## src/rtl/bsg_down_pkg.sv

```systemverilog
// Shared types for the downstream channel: widths, pointer/entry types, pack FSM states.
// Pure declarations; no timing or flow-control behaviour of its own.
package bsg_down_pkg;

  localparam int BYTE_W  = 8;
  localparam int ENTRY_W = 2 * BYTE_W;
  localparam int ADDR_W  = 6;
  localparam int PTR_W   = ADDR_W + 1;

  typedef logic [PTR_W-1:0]   ptr_t;
  typedef logic [ENTRY_W-1:0] entry_t;

  typedef enum logic {
    LO = 1'b0,
    HI = 1'b1
  } pack_state_e;

  // Equal low bits with differing wrap bits means the writer is a full lap ahead.
  function automatic logic ptr_full(ptr_t w, ptr_t r);
    return (w[ADDR_W-1:0] == r[ADDR_W-1:0]) && (w[ADDR_W] != r[ADDR_W]);
  endfunction

endpackage

```

## src/rtl/bsg_down_token_gen.sv

```systemverilog
// Credit return: one-cycle pulse per DECIMATE entries drained; pulse lags the pointer by 1 cycle.
// No backpressure; a multi-token jump in rptr_in is paid out as back-to-back pulses.
module bsg_down_token_gen #(
  parameter int PTR_W    = 7,
  parameter int DECIMATE = 4
) (
  input  logic             clk,
  input  logic             rst,
  input  logic [PTR_W-1:0] rptr_in,
  output logic             token_out
);

  localparam logic [PTR_W-1:0] DEC = PTR_W'(DECIMATE);

  logic [PTR_W-1:0] rptr_seen;
  logic [PTR_W-1:0] pending;

  // Modulo subtraction keeps the distance correct across the pointer wrap.
  assign pending = rptr_in - rptr_seen;

  always_ff @(posedge clk) begin
    if (rst) begin
      rptr_seen <= '0;
      token_out <= 1'b0;
    end else if (pending >= DEC) begin
      rptr_seen <= rptr_seen + DEC;
      token_out <= 1'b1;
    end else begin
      token_out <= 1'b0;
    end
  end

endmodule

```

## src/rtl/bsg_down_io_pack.sv

```systemverilog
// Io-side write stage: packs byte pairs into entries and writes them the cycle the 2nd byte lands;
// wptr_t publishes one cycle later. No backpressure to io: entries arriving while full are dropped.
module bsg_down_io_pack #(
  parameter int BYTE_W         = 8,
  parameter int ENTRY_W        = 16,
  parameter int ADDR_W         = 6,
  parameter int TOKEN_DECIMATE = 4
) (
  input  logic               clk,
  input  logic               rst,
  input  logic               io_valid_in,
  input  logic [BYTE_W-1:0]  io_data_in,
  input  logic [ADDR_W:0]    rptr_in,
  output logic               buf_we,
  output logic [ADDR_W-1:0]  buf_waddr,
  output logic [ENTRY_W-1:0] buf_wdata,
  output logic [ADDR_W:0]    wptr,
  output logic [ADDR_W:0]    wptr_t,
  output logic               full,
  output logic               io_token_out,
  output logic               overflow_err
);

  import bsg_down_pkg::*;

  pack_state_e       state_q, state_d;
  logic [BYTE_W-1:0] lo_q, lo_d;
  logic              entry_done;

  always_ff @(posedge clk) begin
    if (rst) begin
      state_q <= LO;
      lo_q    <= '0;
    end else begin
      state_q <= state_d;
      lo_q    <= lo_d;
    end
  end

  always_comb begin
    state_d    = state_q;
    lo_d       = lo_q;
    entry_done = 1'b0;
    case (state_q)
      LO: begin
        if (io_valid_in) begin
          lo_d    = io_data_in;
          state_d = HI;
        end
      end
      HI: begin
        if (io_valid_in) begin
          entry_done = 1'b1;
          state_d    = LO;
        end
      end
      default: state_d = LO;
    endcase
  end

  // Full looks only at the current wptr, so a consumer advance this cycle cannot save the entry.
  assign full      = ptr_full(wptr, rptr_in) & ~rst;
  assign buf_we    = entry_done & ~full & ~rst;
  assign buf_waddr = wptr[ADDR_W-1:0];
  assign buf_wdata = {io_data_in, lo_q};

  always_ff @(posedge clk) begin
    if (rst) begin
      wptr         <= '0;
      wptr_t       <= '0;
      overflow_err <= 1'b0;
    end else begin
      wptr_t <= wptr;
      if (buf_we)
        wptr <= wptr + 1'b1;
      if (entry_done && full)
        overflow_err <= 1'b1;
    end
  end

  bsg_down_token_gen #(
    .PTR_W    (ADDR_W + 1),
    .DECIMATE (TOKEN_DECIMATE)
  ) u_token_gen (
    .clk       (clk),
    .rst       (rst),
    .rptr_in   (rptr_in),
    .token_out (io_token_out)
  );

endmodule

```

## config.mk

```make
export PLATFORM = sky130hd
export DESIGN_NAME = bsg_down_io_pack
export DESIGN_NICKNAME = d
export VERILOG_FILES = /design/src/rtl/bsg_down_pkg.sv /design/src/rtl/bsg_down_token_gen.sv /design/src/rtl/bsg_down_io_pack.sv
export SDC_FILE = /design/constraint.sdc
export NUM_CORES = 1
export LEC_CHECK = 0
export BUFFER_PORTS_ARGS = -buffer_cell sky130_fd_sc_hd__buf_4
export CORE_MARGIN = 4
export CORE_UTILIZATION = 42
export CTS_BUF_LIST = sky130_fd_sc_hd__clkbuf_2
export DETAILED_ROUTE_END_ITERATION = 6
export MAX_ROUTING_LAYER = met4
export PLACE_DENSITY = 0.67
export SKIP_LAST_GASP = 1
export SLEW_MARGIN = 10
export SYNTH_ARGS = -nofsm -noshare
export SYNTH_HDL_FRONTEND = slang
export SYNTH_SLANG_ARGS = --single-unit
```

## constraint.sdc

```tcl
create_clock -name clk -period 6.2 [get_ports clk]
set_input_delay 1.24 -clock clk [delete_from_list [all_inputs] [get_ports clk]]
set_output_delay 1.24 -clock clk [all_outputs]
set_load 0.1 [all_outputs]
```

==> results.md <==
STA:
- The worst hold margin is 0.504 ns.
- Headroom to the max-slew limit came out at 0.598.
- For the final database, setup skew stands at 0.0142 ns.
- Setup repair after global routing left no endpoint under its margin.
- For the final routed database, the setup TNS stands at 0 ns.
- The post-route fraction of the period consumed by the critical path is 0.640.
- The number of failing setup endpoints in the final timing report is 0.
- The maximum clock frequency is 252 MHz.
- At the pin with the least slew margin, the transition time is 0.599 ns.
- For the finished layout, the period the worst path requires is 3.97 ns.
- The count of final hold-check violations is 0.
- The count of final max-slew check failures is 0.

Global routing:
- The initial antenna violation count is 0.
- Global routing finished with a remaining overflow of 0.
- The via count of the first global-routing pass was 1170.
- The pin count of the biggest net entering global routing is 35.
- The global-route wire length before repair is 5020 um.
- The total global routing track utilization is 0.150.

Layout:
- The post-layout instance count excluding filler cells is 254.
- After the last flow step, the layout net total stands at 234.
- Of the cells placed in the final design, the portion with a size suffix greater than 1 is 0.346.
- The count of inserted antenna diode cells is 0.
- Relative to the synthesized area, the layout overhead comes to 26.5%.

Logic synthesis:
- Ranked by total cell area, the synthesized netlist is headed by sky130_fd_sc_hd__dfxtp_1 39%, sky130_fd_sc_hd__buf_4 6.9%, sky130_fd_sc_hd__ha_1 6.6%.
- The cell with the most instances after synthesis is sky130_fd_sc_hd__dfxtp_1.
- Counting every net in the synthesized netlist gives 188.
- The number of synthesized flops with an enable pin is 0.
- The unique cell type count in the Yosys netlist is 33.
- Of all flip-flops after synthesis, the portion carrying an async set or reset was 0.
- Averaged over all synthesized cells, the footprint is 9.46 um2.
- Of the post-synthesis cell area, the dominant cell type holds 0.394.
- In the synthesized netlist, the number of instances is 161.
- The sequential cell area fraction in the yosys report is 0.394.
- The summed instance area of the synthesized netlist is 1520 um2.
- The most area-hungry cell type in the Yosys netlist is sky130_fd_sc_hd__dfxtp_1.
- Counting instances in the post-synthesis netlist gives the leading cell types as 30 x sky130_fd_sc_hd__dfxtp_1, 25 x sky130_fd_sc_hd__nor2_1, 14 x sky130_fd_sc_hd__buf_4.
- The number of warnings issued by yosys is 0.
- Synthesis inferred 30 register bits.
- The top flip-flop cell by instance count after synthesis is sky130_fd_sc_hd__dfxtp_1.

Clocking:
- The clock sink count is 30.
- The clock tree from TritonCTS is built.
- Hold repair after CTS inserted 0 buffers.
- The post-CTS clock slew at the launch and capture registers of the worst setup and hold paths is 0.14 ns.
- In this run the deepest clock path goes through 2 buffers.
- The number of clock buffers added by TritonCTS is 5.
- The post-CTS setup-driven buffer insertion count is 0.
- The later-pin clock latency in the skew report is 0.35 ns.
- The number of instances resized during post-cts repair is 0.
- Clock tree synthesis selected as its root buffer the cell sky130_fd_sc_hd__clkbuf_2.
- The clock tree synthesis step divided the H-tree into 2 levels.

Power:
- Cell internal power was estimated by the tool at 272 uW.
- For this design the total switching power over the nets is 176 uW.
- Of the total power, combinational logic draws 0.330.
- Summed over all cells, the static leakage comes to 0.000913 uW.
- Of the total power, the share spent switching nets is 0.392.
- Of the total power, the clock network draws 0.202.
- Power spread over the standard cell area amounts to 233 nW/um2.
- The worst-case IR drop observed on VDD is 0.140 mV.
- Of the total power, registers draw 0.468.

Floorplanning:
- The core region is 3420 um2.
- The die covers 4650 um2.
- The initialized floorplan defines 21 standard-cell rows.
- For this design the top-level I/O count stands at 58.
- The floorplan step set the die height to 68.2 um.
- The initial utilization of the core area, before any placement, comes to 0.446.
- The die extent in x is 68.2 um.

Drt:
- The iteration-0 DRC count of the detailed router is 33.
- The vias after detailed routing is 1194.
- For this block, the routed nets add up to 3200 um of wire.
- Using the TritonRoute via totals, the vias-per-cell ratio works out to 4.70.
- The average wire length per cell after detail routing is 12.6 um.
- After detailed routing, the number of remaining DRC violations is 0.
- The first-pass iteration count of the detailed router is 4.
- The detail route stage leaves a number of antenna-violating nets equal to 0.

Place:
- The number of cells after detailed placement is 246.
- The last weighted congestion value of the routability-driven placer is 0.819.
- The count of buffers from port buffering is 57.
- The post-DP HPWL is 2550 um.

Worst setup path:
- Data on the critical path arrives at its endpoint at 2.73 ns.
- Along the worst path, the maximum fanout reaches 5.
- The worst setup path is of the in2out kind.
- The worst setup path is launched from an input pin.
- The endpoint type of the worst setup path is a primary output.
- The required time at the endpoint of the critical path is 4.96 ns.
- The setup slack of the worst register-to-register path is 4.00 ns.

Worst hold path:
- The worst hold-check path type is reg2reg.

Run status:
- The flow ran to the end, and the final reports show no timing, DRC or antenna violations.

Run:
- The number of max-cap violations is 0.
[registers in the layout, indices dropped and copies added (netlist names)]
| register | flops |
|---|---|
| u_token_gen.rptr_seen | 5 |
| overflow_err | 1 |
| state_q | 1 |
| u_token_gen.token_out | 1 |
| wptr_t | 7 |
| lo_q | 8 |
| wptr | 7 |
[worst paths after layout]
kind                                            endpoint                      from  cells past startpoint
worst min register to register              overflow_err              overflow_err                      2
worst max-delay path                              buf_we                rptr_in[3]                      6
worst max register to register  u_token_gen.rptr_seen[6]  u_token_gen.rptr_seen[2]                      8
worst min-delay path                        overflow_err              overflow_err                      2
[worst max-delay path: stages]
cell	delay (ns)
sky130_fd_sc_hd__buf_4	0.13
sky130_fd_sc_hd__xor2_1	0.14
sky130_fd_sc_hd__nor4_2	0.44
sky130_fd_sc_hd__a21boi_0	0.30
sky130_fd_sc_hd__and2_1	0.24
sky130_fd_sc_hd__buf_4	0.23
[placed cells by master, fill, tap and decap left out, types with 7 or more instances in the layout]
cell type                 count
sky130_fd_sc_hd__nor2_1      25
sky130_fd_sc_hd__buf_4       57
sky130_fd_sc_hd__dfxtp_1     30
sky130_fd_sc_hd__nor2b_1      8
sky130_fd_sc_hd__xor2_1       7
sky130_fd_sc_hd__xnor2_1      7
sky130_fd_sc_hd__mux2i_1      9
sky130_fd_sc_hd__inv_1        7
sky130_fd_sc_hd__ha_1         8
sky130_fd_sc_hd__a21oi_1      8
[stage by stage]
step | power, uW | area [um2] | util | setup WS (ns)
3_3_place_gp | 359 | 1890 | 0.553 | 2.24
2_1_floorplan | 331 | 1520 | - | 2.31
6_report | 448 | 1930 | 0.564 | 2.23
4_1_cts | 454 | 1930 | 0.564 | 2.22
5_1_grt | 474 | 1930 | 0.564 | 2.12
3_5_place_dp | 363 | 1890 | 0.553 | 2.23
[power groups by stage]
stage          clock (uW)  combinational, uW  sequential, uW
2_1_floorplan           0               81.1             250
3_3_place_gp            0                146             213
3_5_place_dp            0                148             214
4_1_cts              95.0                149             210
5_1_grt               103                159             212
6_report             90.6                148             210
[kinds of logic after synthesis]
| logic type | share of synthesized area |
|---|---|
| xor+xnor | 0.0805 |
| compound gates | 0.0657 |
| simple gates | 0.193 |
| mux | 0.0912 |
| buf+inv | 0.0961 |
| fa+ha+maj | 0.0789 |
| flops | 0.394 |
[routing by layer]
| metal | share of wire | global-route usage |
|---|---|---|
| met5 | 0 | - |
| met1 | 0.42 | 0.156 |
| met3 | 0.061 | 0.0411 |
| met4 | 0.015 | 0.0695 |
| met2 | 0.50 | 0.264 |
[area by class of cell]
cell class                 instances  area (um2)
inverter                           7        26.3
sequential                        30         601
fill                             334        1490
tap                               46        57.6
clock inverter                     2        8.76
clock buffer                       6        30.0
multi-input combinational        106         776
timing repair buffer              57         428
Power figures use the tool's default switching activity.
